--- src/rtl/goboard_io_pkg.sv ---
// Shared address map and types for the GoBoard memory-mapped I/O ports
// (seven-segment output at 0x14, switch input port directly above it).
package goboard_io_pkg;

    localparam logic [31:0] SEG_OUT_ADDR  = 32'h14;

    localparam logic [31:0] SW_STATUS_OFS = 32'h0;
    localparam logic [31:0] SW_EVENTS_OFS = 32'h4;
    localparam logic [31:0] SW_COUNT_OFS  = 32'h8;
    localparam logic [31:0] SW_MASK_OFS   = 32'hC;

    localparam int SW_CHANNELS = 4;

    typedef logic [SW_CHANNELS-1:0] sw_vec_t;
    typedef logic [15:0]            sw_count_t;

    // Word-aligned compare: the CPU's byte-lane bits never select a register
    function automatic logic reg_match(input logic [31:0] adr,
                                       input logic [31:0] base,
                                       input logic [31:0] ofs);
        return (adr & ~32'h3) == ((base + ofs) & ~32'h3);
    endfunction

endpackage

--- src/rtl/goboard_debounce.sv ---
// One switch channel: 2-FF synchroniser, stability counter, accepted level
// and a single-cycle pulse on each accepted 0->1 transition.
module goboard_debounce #(
    parameter int DEBOUNCE_CYCLES = 120000
) (
    input  logic clk,
    input  logic reset,
    input  logic sw,
    output logic level,
    output logic press
);

    localparam int            CW   = $clog2(DEBOUNCE_CYCLES);
    localparam logic [CW-1:0] LAST = CW'(DEBOUNCE_CYCLES - 1);

    logic          sync1;
    logic          synced;
    logic [CW-1:0] cnt;

    always_ff @(posedge clk or posedge reset) begin
        if (reset) begin
            sync1  <= 1'b0;
            synced <= 1'b0;
        end else begin
            sync1  <= sw;
            synced <= sync1;
        end
    end

    // Any sample matching the accepted level restarts the stability window
    always_ff @(posedge clk or posedge reset) begin
        if (reset) begin
            cnt   <= '0;
            level <= 1'b0;
            press <= 1'b0;
        end else begin
            press <= 1'b0;
            if (synced == level) begin
                cnt <= '0;
            end else if (cnt == LAST) begin
                level <= synced;
                press <= synced;
                cnt   <= '0;
            end else begin
                cnt <= cnt + CW'(1);
            end
        end
    end

endmodule

--- src/rtl/goboard_switch_port.sv ---
// CPU-readable switch port: debounced level, sticky press events and a press
// counter. Defining GOBOARD_SW_IRQ_EN adds the MASK register and the irq output.
module goboard_switch_port
    import goboard_io_pkg::*;
#(
    parameter int          NUM_SW          = SW_CHANNELS,
    parameter int          DEBOUNCE_CYCLES = 120000,
    parameter logic [31:0] BASE_ADDR       = SEG_OUT_ADDR + 32'h4
) (
    input  logic              clk,
    input  logic              reset,
    input  logic              cpu_en,
    input  logic [31:0]       DataAdr,
    input  logic [31:0]       WriteData,
    input  logic              MemWrite,
    input  logic [NUM_SW-1:0] i_sw,
    output logic [31:0]       ReadData,
    output logic              rd_hit,
    output logic              irq
);

`ifdef GOBOARD_SW_IRQ_EN
    localparam logic HAS_MASK = 1'b1;
`else
    localparam logic HAS_MASK = 1'b0;
`endif

    logic [NUM_SW-1:0] level;
    logic [NUM_SW-1:0] press;
    logic [NUM_SW-1:0] events;
    logic [NUM_SW-1:0] mask;
    sw_count_t         count;
    sw_count_t         press_count;
    logic              hit_status;
    logic              hit_events;
    logic              hit_count;
    logic              hit_mask;
    logic              wr_en;
    logic              unused_wdata;

    for (genvar g = 0; g < NUM_SW; g++) begin : g_chan
        goboard_debounce #(
            .DEBOUNCE_CYCLES(DEBOUNCE_CYCLES)
        ) u_debounce (
            .clk   (clk),
            .reset (reset),
            .sw    (i_sw[g]),
            .level (level[g]),
            .press (press[g])
        );
    end

    assign hit_status   = reg_match(DataAdr, BASE_ADDR, SW_STATUS_OFS);
    assign hit_events   = reg_match(DataAdr, BASE_ADDR, SW_EVENTS_OFS);
    assign hit_count    = reg_match(DataAdr, BASE_ADDR, SW_COUNT_OFS);
    assign hit_mask     = HAS_MASK & reg_match(DataAdr, BASE_ADDR, SW_MASK_OFS);
    assign rd_hit       = hit_status | hit_events | hit_count | hit_mask;
    assign wr_en        = MemWrite & cpu_en;
    assign unused_wdata = ^WriteData[31:NUM_SW];

    always_comb begin
        press_count = '0;
        for (int i = 0; i < NUM_SW; i++) begin
            press_count = press_count + sw_count_t'(press[i]);
        end
    end

    always_comb begin
        ReadData = '0;
        if (hit_status) ReadData[NUM_SW-1:0] = level;
        if (hit_events) ReadData[NUM_SW-1:0] = events;
        if (hit_count)  ReadData[15:0]       = count;
        if (hit_mask)   ReadData[NUM_SW-1:0] = mask;
    end

    // A press landing in the same cycle as a W1C clear keeps its bit set
    always_ff @(posedge clk or posedge reset) begin
        if (reset) begin
            events <= '0;
        end else if (wr_en && hit_events) begin
            events <= (events & ~WriteData[NUM_SW-1:0]) | press;
        end else begin
            events <= events | press;
        end
    end

    always_ff @(posedge clk or posedge reset) begin
        if (reset) begin
            count <= '0;
        end else if (wr_en && hit_count) begin
            count <= press_count;
        end else begin
            count <= count + press_count;
        end
    end

`ifdef GOBOARD_SW_IRQ_EN
    always_ff @(posedge clk or posedge reset) begin
        if (reset) begin
            mask <= '0;
            irq  <= 1'b0;
        end else begin
            if (wr_en && hit_mask) mask <= WriteData[NUM_SW-1:0];
            irq <= |(events & mask);
        end
    end
`else
    assign mask = '0;
    assign irq  = 1'b0;
`endif

endmodule
--- config.mk ---
export PLATFORM = sky130hd
export DESIGN_NAME = goboard_switch_port
export DESIGN_NICKNAME = d
export VERILOG_FILES = /design/src/rtl/goboard_io_pkg.sv /design/src/rtl/goboard_debounce.sv /design/src/rtl/goboard_switch_port.sv
export SDC_FILE = /design/constraint.sdc
export NUM_CORES = 1
export LEC_CHECK = 0
export BUFFER_PORTS_ARGS = -buffer_cell sky130_fd_sc_hd__clkbuf_2
export CAP_MARGIN = 20
export CORE_ASPECT_RATIO = 0.7
export CORE_MARGIN = 2
export CORE_UTILIZATION = 60
export CTS_CLUSTER_SIZE = 20
export DETAILED_ROUTE_END_ITERATION = 16
export GPL_ROUTABILITY_DRIVEN = 0
export GPL_TIMING_DRIVEN = 1
export MAX_ROUTING_LAYER = met4
export PLACE_DENSITY = 0.88
export SYNTH_ARGS = -nofsm -noshare
export SYNTH_HDL_FRONTEND = slang
export SYNTH_SLANG_ARGS = --single-unit
export TNS_END_PERCENT = 1
--- constraint.sdc ---
create_clock -name clk -period 6.2 [get_ports clk]
set_input_delay 0.62 -clock clk [delete_from_list [all_inputs] [get_ports clk]]
set_output_delay 0.62 -clock clk [all_outputs]
set_load 0.03 [all_outputs]
==> impl_summary.txt, run 1 <==
----------------------------------------------------
[CTS]
  Setup Fix Bufs, Post-CTS ... 0
  TritonCTS clock tree ... yes
  Cell chosen for the clock root ... sky130_fd_sc_hd__clkbuf_16
  Number of buffers added to fix hold violations after cts ... 0
  Number of buffers on the longest clock path ... 2
  Clk sink count ... roughly 100
  Inserted Clock Buffers ... 9
  Clock latency on the worst-skew pair ... 350 ps
  Clock transition at the registers of the reported paths ... about 70 ps
  Number of H-tree levels ... 3
  Post-CTS sizing ... 0

[Layout]
  P&R area growth vs syn ... 10.94%
  Fraction of final layout cells sized beyond drive strength 1 ... 16.04%
  Number of fill cells ... about 660
  Count of inserted antenna diode cells ... 0
  Total number of nets in the final design ... about 690

[Synth]
  Largest area contributor in the synthesized netlist ... sky130_fd_sc_hd__dfrtp_1
  Flop and latch count out of synthesis ... between 100 and 150
  Post-synthesis average cell area ... approximately 10 um2
  Number of warning messages in the yosys log ... 0
  Most used flip-flop cell after synthesis ... sky130_fd_sc_hd__dfrtp_1
  Number of synthesized flops with an enable pin ... 0
  Sequential-to-total area share from yosys stat ... roughly 48%
  Library cells used by synthesis ... 58
  Ranking of synthesized cells by area ... sky130_fd_sc_hd__dfrtp_1 48%, sky130_fd_sc_hd__xor2_1 5.1%, sky130_fd_sc_hd__nor2_1 4.9%
  Area share of the largest cell type after synthesis ... approximately 48%
  Synthesized instance count ... between 500 and 600
  Async set-or-reset flop fraction in the synthesized netlist ... 100.0%
  Cell area after technology mapping ... ~0.0055 mm2

[Floorplan]
  X dimension of the die ... around 120 um
  Num rows ... 29
  Die Y ... around 84 um
  Core area ... 0.008962 mm2
  Effective utilization at floorplan ... approximately three fifths
  I/O pins ... ~110
  Area of the die ... 0.009900 mm2

[Route]
  1st-pass router iterations ... 5
  Routed via count divided by cell count ... just under 6
  Wirelength per Cell ... roughly 15 um
  Total wirelength of the detailed-routed design ... between 10 and 15 mm
  Iteration-0 DRC Markers ... 314
  Via count ... approximately 4300
  Count of nets left with antenna violations after detail routing ... 0
  DRC violations left ... 0

[Setup path]
  Origin of the critical flop-to-flop path ... g_chan[0].u_debounce.press$_DFF_PP0_
  Endpoint type of the worst setup path ... flop
  Arrival @ worst endpoint ... roughly 3500 ps
  Required time of the critical path ... approximately 6500 ps
  Type of element launching the critical path ... flop
  Critical path class ... flop to flop
  Depth of the worst register-to-register path ... 11
  Crit path max fanout ... 5
  Capture instance of the worst register-to-register path ... count[12]$_DFF_PP0_
  Flop2flop setup slack ... roughly 3000 ps

[STA]
  Final Hold Fails ... 0
  Max Fclk ... 307.8 MHz
  Minimum period implied by the final worst setup slack ... about 3200 ps
  Final worst path period share ... 52.41%
  Setup Skew ... 4.746 ps
  Hold WS ... slightly above 300 ps
  Slew of the pin with the lowest slew margin ... roughly 740 ps
  Slew HR ... about half
  Number of pins exceeding their max-slew limit in the final report ... 0
  Setup repair after global routing missed its margin ... no
  Setup Total Neg Slack ... 0 ps
  Setup violation total in the final timing report ... 0

[Global routing]
  Maximum number of pins on one net before global-route repair ... 61
  Initial antenna violation count ... 0
  Overall overflow remaining after global route ... 0
  Number of global-route vias before repair ... just over 4000
  All-Layer GR Usage ... between 20% and 30%
  First-pass GRT wire length ... 18.80 mm

[Min path]
  Hold/Removal Path Class ... primary input to async pin

[Outcome]
  Run status ... complete, no violations

[Placement]
  Number of buffers added on ports ... 58
  DP HPWL ... ~8.0 mm

[Flow run]
  Max-capacitance violation count ... 0

[Power and ir drop]
  Reported leakage power ... around 2.6 nW
  Max IR drop VDD ... 0.1399 mV
  Ratio of total power to cell area ... between 200 and 250 mW/mm2

----------------------------------------------------
## sequential cells by signal (all words and copies together) (netlist names)
name and count:
g_chan.u_debounce.sync1 4, g_chan.u_debounce.level 4, events 4, count 16, g_chan.u_debounce.cnt 68, g_chan.u_debounce.synced 4, g_chan.u_debounce.press 4
## report_power, final
group	switching (W)	leakage (nW)	internal, W	total (W)
logic	0.0000488	1.16	0.0000209	0.0000697
registers	0.00000880	1.34	0.000687	0.000696
clock network	0.000249	0.129	0.000274	0.000523
total	0.000307	2.63	0.000982	0.00129
## per-stage QoR
| stage | utilization [%] | std cells | setup slack [ps] | instance area (um2) | total power (W) |
|---|---|---|---|---|---|
| floorplan | - | 563 | 2848 | 5525 | 0.0007628 |
| global placement | 64.54 | 718 | 3092 | 5784 | 0.0007757 |
| detailed placement | 64.54 | 718 | 3001 | 5784 | 0.0007784 |
| CTS | 67.57 | 734 | 2963 | 6056 | 0.001301 |
| global route | 67.65 | 735 | 2753 | 6063 | 0.001337 |
| finish | 67.65 | 735 | 2951 | 6063 | 0.001288 |
## worst max-delay path: stages (launching register included)
cell and delay (ps):
sky130_fd_sc_hd__dfrtp_1 330, sky130_fd_sc_hd__inv_1 70, sky130_fd_sc_hd__fa_1 540, sky130_fd_sc_hd__inv_1 50, sky130_fd_sc_hd__ha_1 180, sky130_fd_sc_hd__ha_1 310
sky130_fd_sc_hd__inv_1 80, sky130_fd_sc_hd__fa_1 440, sky130_fd_sc_hd__nor2b_1 300, sky130_fd_sc_hd__o21ai_0 230, sky130_fd_sc_hd__or4_1 510, sky130_fd_sc_hd__a21oi_1 150
## routing by layer
metal | part of all wire [%] | routed length (um) | track usage (%) | vias to the layer above
li1 | - | - | - | 2011
met1 | 43 | 4756 | 29.91 | 2077
met2 | 49 | 5446 | 39.78 | 147
met3 | 5.2 | 569 | 5.464 | 23
met4 | 2.1 | 233 | 8.981 | 0
met5 | 0 | 0 | - | -
## kinds of logic after synthesis
| group | share of synthesized area (%) |
|---|---|
| other | 0.06862 |
| XOR/XNOR | 9.615 |
| buffers and inverters | 5.174 |
| adder cells (fa/ha/maj) | 2.793 |
| AO/OA/AOI/OAI | 7.051 |
| AND/OR/NAND/NOR | 25.46 |
| flip-flops | 47.62 |
| multiplexers | 2.221 |
## cell type report
| class | instances | area, um2 | share of cell area [%] |
|---|---|---|---|
| clock buffers | 10 | 229.0 | 3.776 |
| well taps | 124 | 155.1 | 2.559 |
| clock inverters | 6 | 42.54 | 0.7016 |
| repair buffers | 60 | 305.3 | 5.035 |
| multi-input cells | 408 | 2640 | 43.54 |
| inverters | 23 | 88.84 | 1.465 |
| flip-flops and latches | 104 | 2603 | 42.92 |
## synth_stat cells, drive strengths merged, types with 11 or more instances
cell type	n
dfrtp	104
nor4	13
o21ai	15
nand2	27
a21oi	24
xnor2	28
nand4	28
nand3	20
and4	11
xor2	32
inv	23
nor2	72
nor3	15
and2	18
or3	13
buf	25
## worst max path at each step
stage / startpoint / end / slack [ps] / cells past startpoint
after floorplan: reset / count[0]$_DFF_PP0_ / 2850 / 1
after global placement: g_chan[0].u_debounce.press$_DFF_PP0_ / count[12]$_DFF_PP0_ / 3090 / 11
after detailed placement: DataAdr[8] / ReadData[7] / 3000 / 6
after CTS: g_chan[0].u_debounce.press$_DFF_PP0_ / count[12]$_DFF_PP0_ / 2960 / 11
after global routing: g_chan[0].u_debounce.press$_DFF_PP0_ / count[12]$_DFF_PP0_ / 2750 / 11
final: g_chan[0].u_debounce.press$_DFF_PP0_ / count[12]$_DFF_PP0_ / 2950 / 11
## layout by cell type, fill, tap and decap left out, types with 13 or more instances in the layout
cell type                  count
sky130_fd_sc_hd__dfrtp_1     104
sky130_fd_sc_hd__o21ai_0      13
sky130_fd_sc_hd__or3_1        13
sky130_fd_sc_hd__inv_1        22
sky130_fd_sc_hd__nand3_1      19
sky130_fd_sc_hd__nand4_1      27
sky130_fd_sc_hd__nor3_1       14
sky130_fd_sc_hd__xor2_1       32
sky130_fd_sc_hd__nor2_1       72
sky130_fd_sc_hd__nand2_1      27
sky130_fd_sc_hd__conb_1       17
sky130_fd_sc_hd__clkbuf_2     58
sky130_fd_sc_hd__xnor2_1      28
sky130_fd_sc_hd__a21oi_1      24
sky130_fd_sc_hd__and2_1       18
(Power assumes the default switching activity.)
==> inputs of run 2 (changes only) <==
--- a/config.mk
+++ b/config.mk
@@ -9,13 +9,13 @@
 export CAP_MARGIN = 20
 export CORE_ASPECT_RATIO = 0.7
 export CORE_MARGIN = 2
-export CORE_UTILIZATION = 60
+export CORE_UTILIZATION = 50
 export CTS_CLUSTER_SIZE = 20
 export DETAILED_ROUTE_END_ITERATION = 16
 export GPL_ROUTABILITY_DRIVEN = 0
 export GPL_TIMING_DRIVEN = 1
 export MAX_ROUTING_LAYER = met4
-export PLACE_DENSITY = 0.88
+export PLACE_DENSITY = 0.78
 export SYNTH_ARGS = -nofsm -noshare
 export SYNTH_HDL_FRONTEND = slang
 export SYNTH_SLANG_ARGS = --single-unit
==> constraint.sdc (replaced) <==
create_clock -name clk -period 2.9 [get_ports clk]
set_input_delay 0.29 -clock clk [delete_from_list [all_inputs] [get_ports clk]]
set_output_delay 0.29 -clock clk [all_outputs]
set_load 0.03 [all_outputs]
==> impl_summary.txt, run 2 (same netlist as run 1, synthesis figures left out) <==
----------------------------------------------------
[Setup path]
  Crit path max fanout ... 4
  Critical path class ... flop to flop
  Endpoint type of the worst setup path ... flop
  Arrival @ worst endpoint ... just over 3000 ps
  Required time of the critical path ... between 3000 and 4000 ps
  Type of element launching the critical path ... flop

[Floorplan]
  X dimension of the die ... roughly 130 um
  Core area ... around 0.011 mm2
  Effective utilization at floorplan ... between 50% and 60%
  Num rows ... 31
  Die Y ... between 90 and 100 um
  Area of the die ... roughly 0.012 mm2
  I/O pins ... approximately 110

[STA]
  Setup Skew ... roughly 5.6 ps
  Slew of the pin with the lowest slew margin ... 660.8 ps
  Final Hold Fails ... 0
  Number of pins exceeding their max-slew limit in the final report ... 0
  Max Fclk ... ~360 MHz
  Slew HR ... around 55%
  Setup violation total in the final timing report ... 0
  Final worst path period share ... a little over nine tenths
  Minimum period implied by the final worst setup slack ... ~2800 ps
  Hold WS ... approximately 49 ps

[Layout]
  Multi-input logic area ... 0.002703 mm2
  Most flop-heavy register ... g_chan.u_debounce.cnt
  Sequential cell area ... roughly 0.0026 mm2
  P&R area growth vs syn ... 14.74%
  Total number of nets in the final design ... roughly 700
  Most common cell after layout, fill and taps aside ... sky130_fd_sc_hd__dfrtp_1
  Fraction of final layout cells sized beyond drive strength 1 ... about a fifth
  Number of fill cells ... 838
  Leading registers by flop count ... g_chan.u_debounce.cnt: 68 flops, count: 16 flops
  Non-Filler Instances ... about 770
  Count of inserted antenna diode cells ... 0
  Commonest cells after routing, fill and taps aside ... 104 x sky130_fd_sc_hd__dfrtp_1, 72 x sky130_fd_sc_hd__nor2_1, 58 x sky130_fd_sc_hd__clkbuf_2, 32 x sky130_fd_sc_hd__xor2_1, 28 x sky130_fd_sc_hd__xnor2_1
  Core utilization of the finished layout ... ~60%
  Number of flip-flops in the largest register ... just under 70

[Power and ir drop]
  Ratio of total power to cell area ... 457.5 mW/mm2
  Overall power ... around 0.0029 W
  Max IR drop VDD ... ~0.34 mV
  Reported leakage power ... approximately 2.7 nW

[Route]
  1st-pass router iterations ... 4
  Via count ... ~4200
  Count of nets left with antenna violations after detail routing ... 0
  DRC violations left ... 0
  Iteration-0 DRC Markers ... approximately 310
  Total wirelength of the detailed-routed design ... roughly 11 mm
  Wirelength per Cell ... 14.50 um
  Routed via count divided by cell count ... between 5 and 6

[Global routing]
  Number of global-route vias before repair ... between 4000 and 5000
  Maximum number of pins on one net before global-route repair ... between 80 and 90
  Overall overflow remaining after global route ... 0
  Initial antenna violation count ... 0
  All-Layer GR Usage ... roughly a fifth
  First-pass GRT wire length ... ~19 mm

[Min path]
  Hold/Removal Path Class ... primary input to flop

[Flow run]
  Max-capacitance violation count ... 0

[CTS]
  Clock transition at the registers of the reported paths ... about 70 ps
  Cell chosen for the clock root ... sky130_fd_sc_hd__clkbuf_16
  Clock latency on the worst-skew pair ... approximately 340 ps
  Clk sink count ... 104
  Number of H-tree levels ... 3
  Inserted Clock Buffers ... 9
  TritonCTS clock tree ... yes
  Number of buffers on the longest clock path ... 2

[Placement]
  Number of buffers added on ports ... 58
  DP HPWL ... 7.953 mm
  Number of instances in the placed design ... ~750

[Outcome]
  Run status ... complete, no violations

----------------------------------------------------
## run 2: area by class of cell
class	instances	share of cell area, %
Sequential cell	104	41.50
Multi-Input combinational cell	408	43.10
Tap cell	148	2.953
Clock inverter	6	1.237
Inverter	23	1.437
Clock buffer	9	3.591
Timing Repair Buffer	69	6.185
## run 2: layer usage
metal  GRT usage, %  up-vias  wire [um]
li1               -     2031          -
met1          26.19     2009       5115
met2          32.98      111       5336
met3          4.832       16        539
met4          6.612        0        130
met5              -        -          0
## run 2: timing repair
item	4_1_cts	5_1_grt
endpoints found under the hold margin	20	0
hold buffers	1	0
endpoints found under the setup margin	1	11
setup buffers	2	0
gates resized for setup	4	12
pin swaps	0	4
## run 2: worst paths after layout
kind	startpoint	to	slack [ps]	depth (start not counted)
setup reg to reg	g_chan[1].u_debounce.press$_DFF_PP0_	count[12]$_DFF_PP0_	140	11
hold / removal	i_sw[2]	g_chan[2].u_debounce.sync1$_DFF_PP0_	50	1
hold reg to reg	g_chan[1].u_debounce.sync1$_DFF_PP0_	g_chan[1].u_debounce.synced$_DFF_PP0_	350	0
setup / recovery	g_chan[1].u_debounce.press$_DFF_PP0_	count[12]$_DFF_PP0_	140	11
max in group asynchronous	reset	events[1]$_DFF_PP0_	1610	4
min in group asynchronous	reset	g_chan[0].u_debounce.cnt[5]$_DFF_PP0_	520	3
## run 2: worst max-delay path: stages (launching register included)
cell and delay, ps:
sky130_fd_sc_hd__dfrtp_1 350, sky130_fd_sc_hd__inv_2 50, sky130_fd_sc_hd__fa_1 540, sky130_fd_sc_hd__inv_2 50, sky130_fd_sc_hd__ha_4 150, sky130_fd_sc_hd__ha_4 270, sky130_fd_sc_hd__inv_2 40, sky130_fd_sc_hd__fa_2 370
sky130_fd_sc_hd__nor2b_4 150, sky130_fd_sc_hd__o21ai_2 90, sky130_fd_sc_hd__or4_1 480, sky130_fd_sc_hd__a21oi_1 150
## run 2: stage by stage
stage | setup slack (ps) | setup TNS [ps] | area, um2
after CTS | 59.66 | 0 | 6217
final | 144.8 | 0 | 6271
after global routing | -11.56 | -11.56 | 6271
after floorplan | -0.5536 | -0.5536 | 5529
after global placement | 6.514 | 0 | 5881
after detailed placement | -78.76 | -78.76 | 5881
## run 2: report_power, final
part / internal [W] / switching [W]
clock network: 0.000680 / 0.000551
registers: 0.00147 / 0.0000179
logic: 0.0000476 / 0.000104
total: 0.00220 / 0.000673
==> inputs of run 3 (changes only) <==
--- a/config.mk
+++ b/config.mk
@@ -7,13 +7,12 @@
 export LEC_CHECK = 0
 export BUFFER_PORTS_ARGS = -buffer_cell sky130_fd_sc_hd__clkbuf_2
 export CAP_MARGIN = 20
-export CORE_ASPECT_RATIO = 0.7
+export CORE_ASPECT_RATIO = 1.25
 export CORE_MARGIN = 2
 export CORE_UTILIZATION = 50
-export CTS_CLUSTER_SIZE = 20
 export DETAILED_ROUTE_END_ITERATION = 16
 export GPL_ROUTABILITY_DRIVEN = 0
-export GPL_TIMING_DRIVEN = 1
+export GPL_TIMING_DRIVEN = 0
 export MAX_ROUTING_LAYER = met4
 export PLACE_DENSITY = 0.78
 export SYNTH_ARGS = -nofsm -noshare
==> impl_summary.txt, run 3 (same netlist as run 1, synthesis figures left out) <==
----------------------------------------------------
[Outcome]
  Run status ... complete, no violations

[Layout]
  Most common cell after layout, fill and taps aside ... sky130_fd_sc_hd__dfrtp_1
  Core utilization of the finished layout ... about three fifths
  Fraction of final layout cells sized beyond drive strength 1 ... about a fifth
  Non-Filler Instances ... 772
  Number of flip-flops in the largest register ... just under 70
  Commonest cells after routing, fill and taps aside ... 104 x sky130_fd_sc_hd__dfrtp_1, 71 x sky130_fd_sc_hd__nor2_1, 58 x sky130_fd_sc_hd__clkbuf_2, 32 x sky130_fd_sc_hd__xor2_1, 28 x sky130_fd_sc_hd__xnor2_1
  Count of inserted antenna diode cells ... 0
  Most flop-heavy register ... g_chan.u_debounce.cnt
  Number of fill cells ... 859
  Total number of nets in the final design ... between 700 and 800
  P&R area growth vs syn ... 16.92%
  Leading registers by flop count ... g_chan.u_debounce.cnt: 68 flops, count: 16 flops

[Global routing]
  All-Layer GR Usage ... 20.14%
  Initial antenna violation count ... 0
  Maximum number of pins on one net before global-route repair ... 39
  Overall overflow remaining after global route ... 0
  Number of global-route vias before repair ... between 4000 and 5000
  First-pass GRT wire length ... roughly 19 mm

[Floorplan]
  Effective utilization at floorplan ... between 50 and 60%
  Num rows ... 42
  I/O pins ... around 110
  Die Y ... 120.9 um
  Area of the die ... between 0.01 and 0.015 mm2
  X dimension of the die ... about 98 um
  Core area ... 0.01062 mm2

[STA]
  Final worst path period share ... a little over nine tenths
  Setup repair after global routing missed its margin ... no
  Final Worst Setup Slack ... between 100 and 150 ps
  Slew HR ... about two fifths
  Slew of the pin with the lowest slew margin ... between 800 and 900 ps
  Final Hold Fails ... 0
  Setup violation total in the final timing report ... 0
  Number of pins exceeding their max-slew limit in the final report ... 0
  Max Fclk ... ~360 MHz
  Setup Skew ... roughly 8.3 ps
  Minimum period implied by the final worst setup slack ... approximately 2800 ps

[Power and ir drop]
  Ratio of total power to cell area ... between 400 and 500 mW/mm2
  Overall power ... just under 0.003 W
  Reported leakage power ... 2.805 nW
  Max IR drop VDD ... approximately 0.3 mV

[Setup path]
  Critical path class ... flop to flop
  Crit path max fanout ... 4
  Required time of the critical path ... 3180 ps
  Depth of the worst register-to-register path ... 11
  Type of element launching the critical path ... flop
  Endpoint type of the worst setup path ... flop
  Arrival @ worst endpoint ... just over 3000 ps

[Min path]
  Cell count of the worst hold path ... 1
  Hold/Removal Path Class ... primary input to flop

[CTS]
  Clock transition at the registers of the reported paths ... approximately 70 ps
  Number of H-tree levels ... 3
  Clk sink count ... around 100
  Number of buffers on the longest clock path ... 2
  Clock latency on the worst-skew pair ... 350 ps
  Cell chosen for the clock root ... sky130_fd_sc_hd__clkbuf_16
  Inserted Clock Buffers ... 9
  TritonCTS clock tree ... yes
  Number of buffers added to fix hold violations after cts ... 0

[Route]
  Count of nets left with antenna violations after detail routing ... 0
  Routed via count divided by cell count ... 5.505
  Wirelength per Cell ... around 14 um
  1st-pass router iterations ... 4
  DRC violations left ... 0
  Total wirelength of the detailed-routed design ... ~11 mm
  Via count ... 4250
  Iteration-0 DRC Markers ... between 150 and 200

[Flow run]
  Max-capacitance violation count ... 0

[Placement]
  Number of instances in the placed design ... 754
  Number of buffers added on ports ... 57
  Worst slack, placed ... -299.2 ps
  DP HPWL ... 7.976 mm

----------------------------------------------------
run 3: cell types whose count changed in the layout (fill, tap and decap cells not counted), moves of 2 or more:
cell	delta
sky130_fd_sc_hd__buf_6	+2
sky130_fd_sc_hd__inv_1	+5
sky130_fd_sc_hd__ha_1	+2
sky130_fd_sc_hd__clkbuf_1	+3
sky130_fd_sc_hd__clkinv_2	+3
sky130_fd_sc_hd__buf_4	+12
sky130_fd_sc_hd__inv_8	-2
sky130_fd_sc_hd__inv_2	-5
sky130_fd_sc_hd__ha_4	-2
sky130_fd_sc_hd__buf_2	+4
run 3: final timing paths:
check | startpoint | end | slack [ps]
min in group asynchronous | reset | g_chan[1].u_debounce.cnt[10]$_DFF_PP0_ | 90
max | g_chan[0].u_debounce.press$_DFF_PP0_ | count[12]$_DFF_PP0_ | 120
max reg2reg | g_chan[0].u_debounce.press$_DFF_PP0_ | count[12]$_DFF_PP0_ | 120
max in group asynchronous | reset | g_chan[3].u_debounce.cnt[1]$_DFF_PP0_ | 2160
min reg2reg | g_chan[1].u_debounce.sync1$_DFF_PP0_ | g_chan[1].u_debounce.synced$_DFF_PP0_ | 350
min | i_sw[2] | g_chan[2].u_debounce.sync1$_DFF_PP0_ | 40
run 3: power by group:
| group | switching [W] | internal (W) |
|---|---|---|
| Combinational | 0.000109 | 0.0000681 |
| Clock | 0.000525 | 0.000753 |
| Sequential | 0.0000185 | 0.00147 |
| Total | 0.000652 | 0.00229 |
run 3: metrics by stage:
stage                     TNS, ps  instance area (um2)  hold slack [ps]
after detailed placement   -452.9                 6020            336.3
after CTS                       0                 6355            35.98
after global placement     -336.0                 5979            335.9
final                           0                 6390            39.01
after global routing            0                 6390            32.81
after floorplan           -0.5536                 5529            321.4
run 3: layout make-up:
type                       count  area (um2)  area share [%]
multi-input combinational    408        2681           41.96
sequential                   104        2603           40.73
timing repair buffer          61       340.3           5.326
clock buffer                  10       229.0           3.583
buffer                        28       197.7           3.094
tap                          132       165.2           2.585
inverter                      23       90.09           1.410
clock inverter                 6       83.83           1.312
run 3: repair_timing:
action,4_1_cts,5_1_grt
endpoints found under the setup margin,3,2
gates resized for setup,5,8
setup buffers,1,1
pin swaps,0,3
cloned,0,0
run 3: critical path, stage by stage, from the launching register on:
cell and delay, ps:
sky130_fd_sc_hd__dfrtp_1 320, sky130_fd_sc_hd__inv_1 60, sky130_fd_sc_hd__fa_1 530, sky130_fd_sc_hd__inv_1 40, sky130_fd_sc_hd__ha_1 310, sky130_fd_sc_hd__ha_4 150, sky130_fd_sc_hd__inv_1 60, sky130_fd_sc_hd__fa_2 430
sky130_fd_sc_hd__nor2b_4 140, sky130_fd_sc_hd__o21ai_2 80, sky130_fd_sc_hd__or4_4 420, sky130_fd_sc_hd__a21oi_2 140
run 3: layer usage:
metal	global-route usage [%]	up-vias	part of all wire, %
met5	-	-	0
met4	7.205	0	1.6
met3	3.514	14	4.0
met2	34.44	88	52
met1	24.16	2074	43
li1	-	2074	-
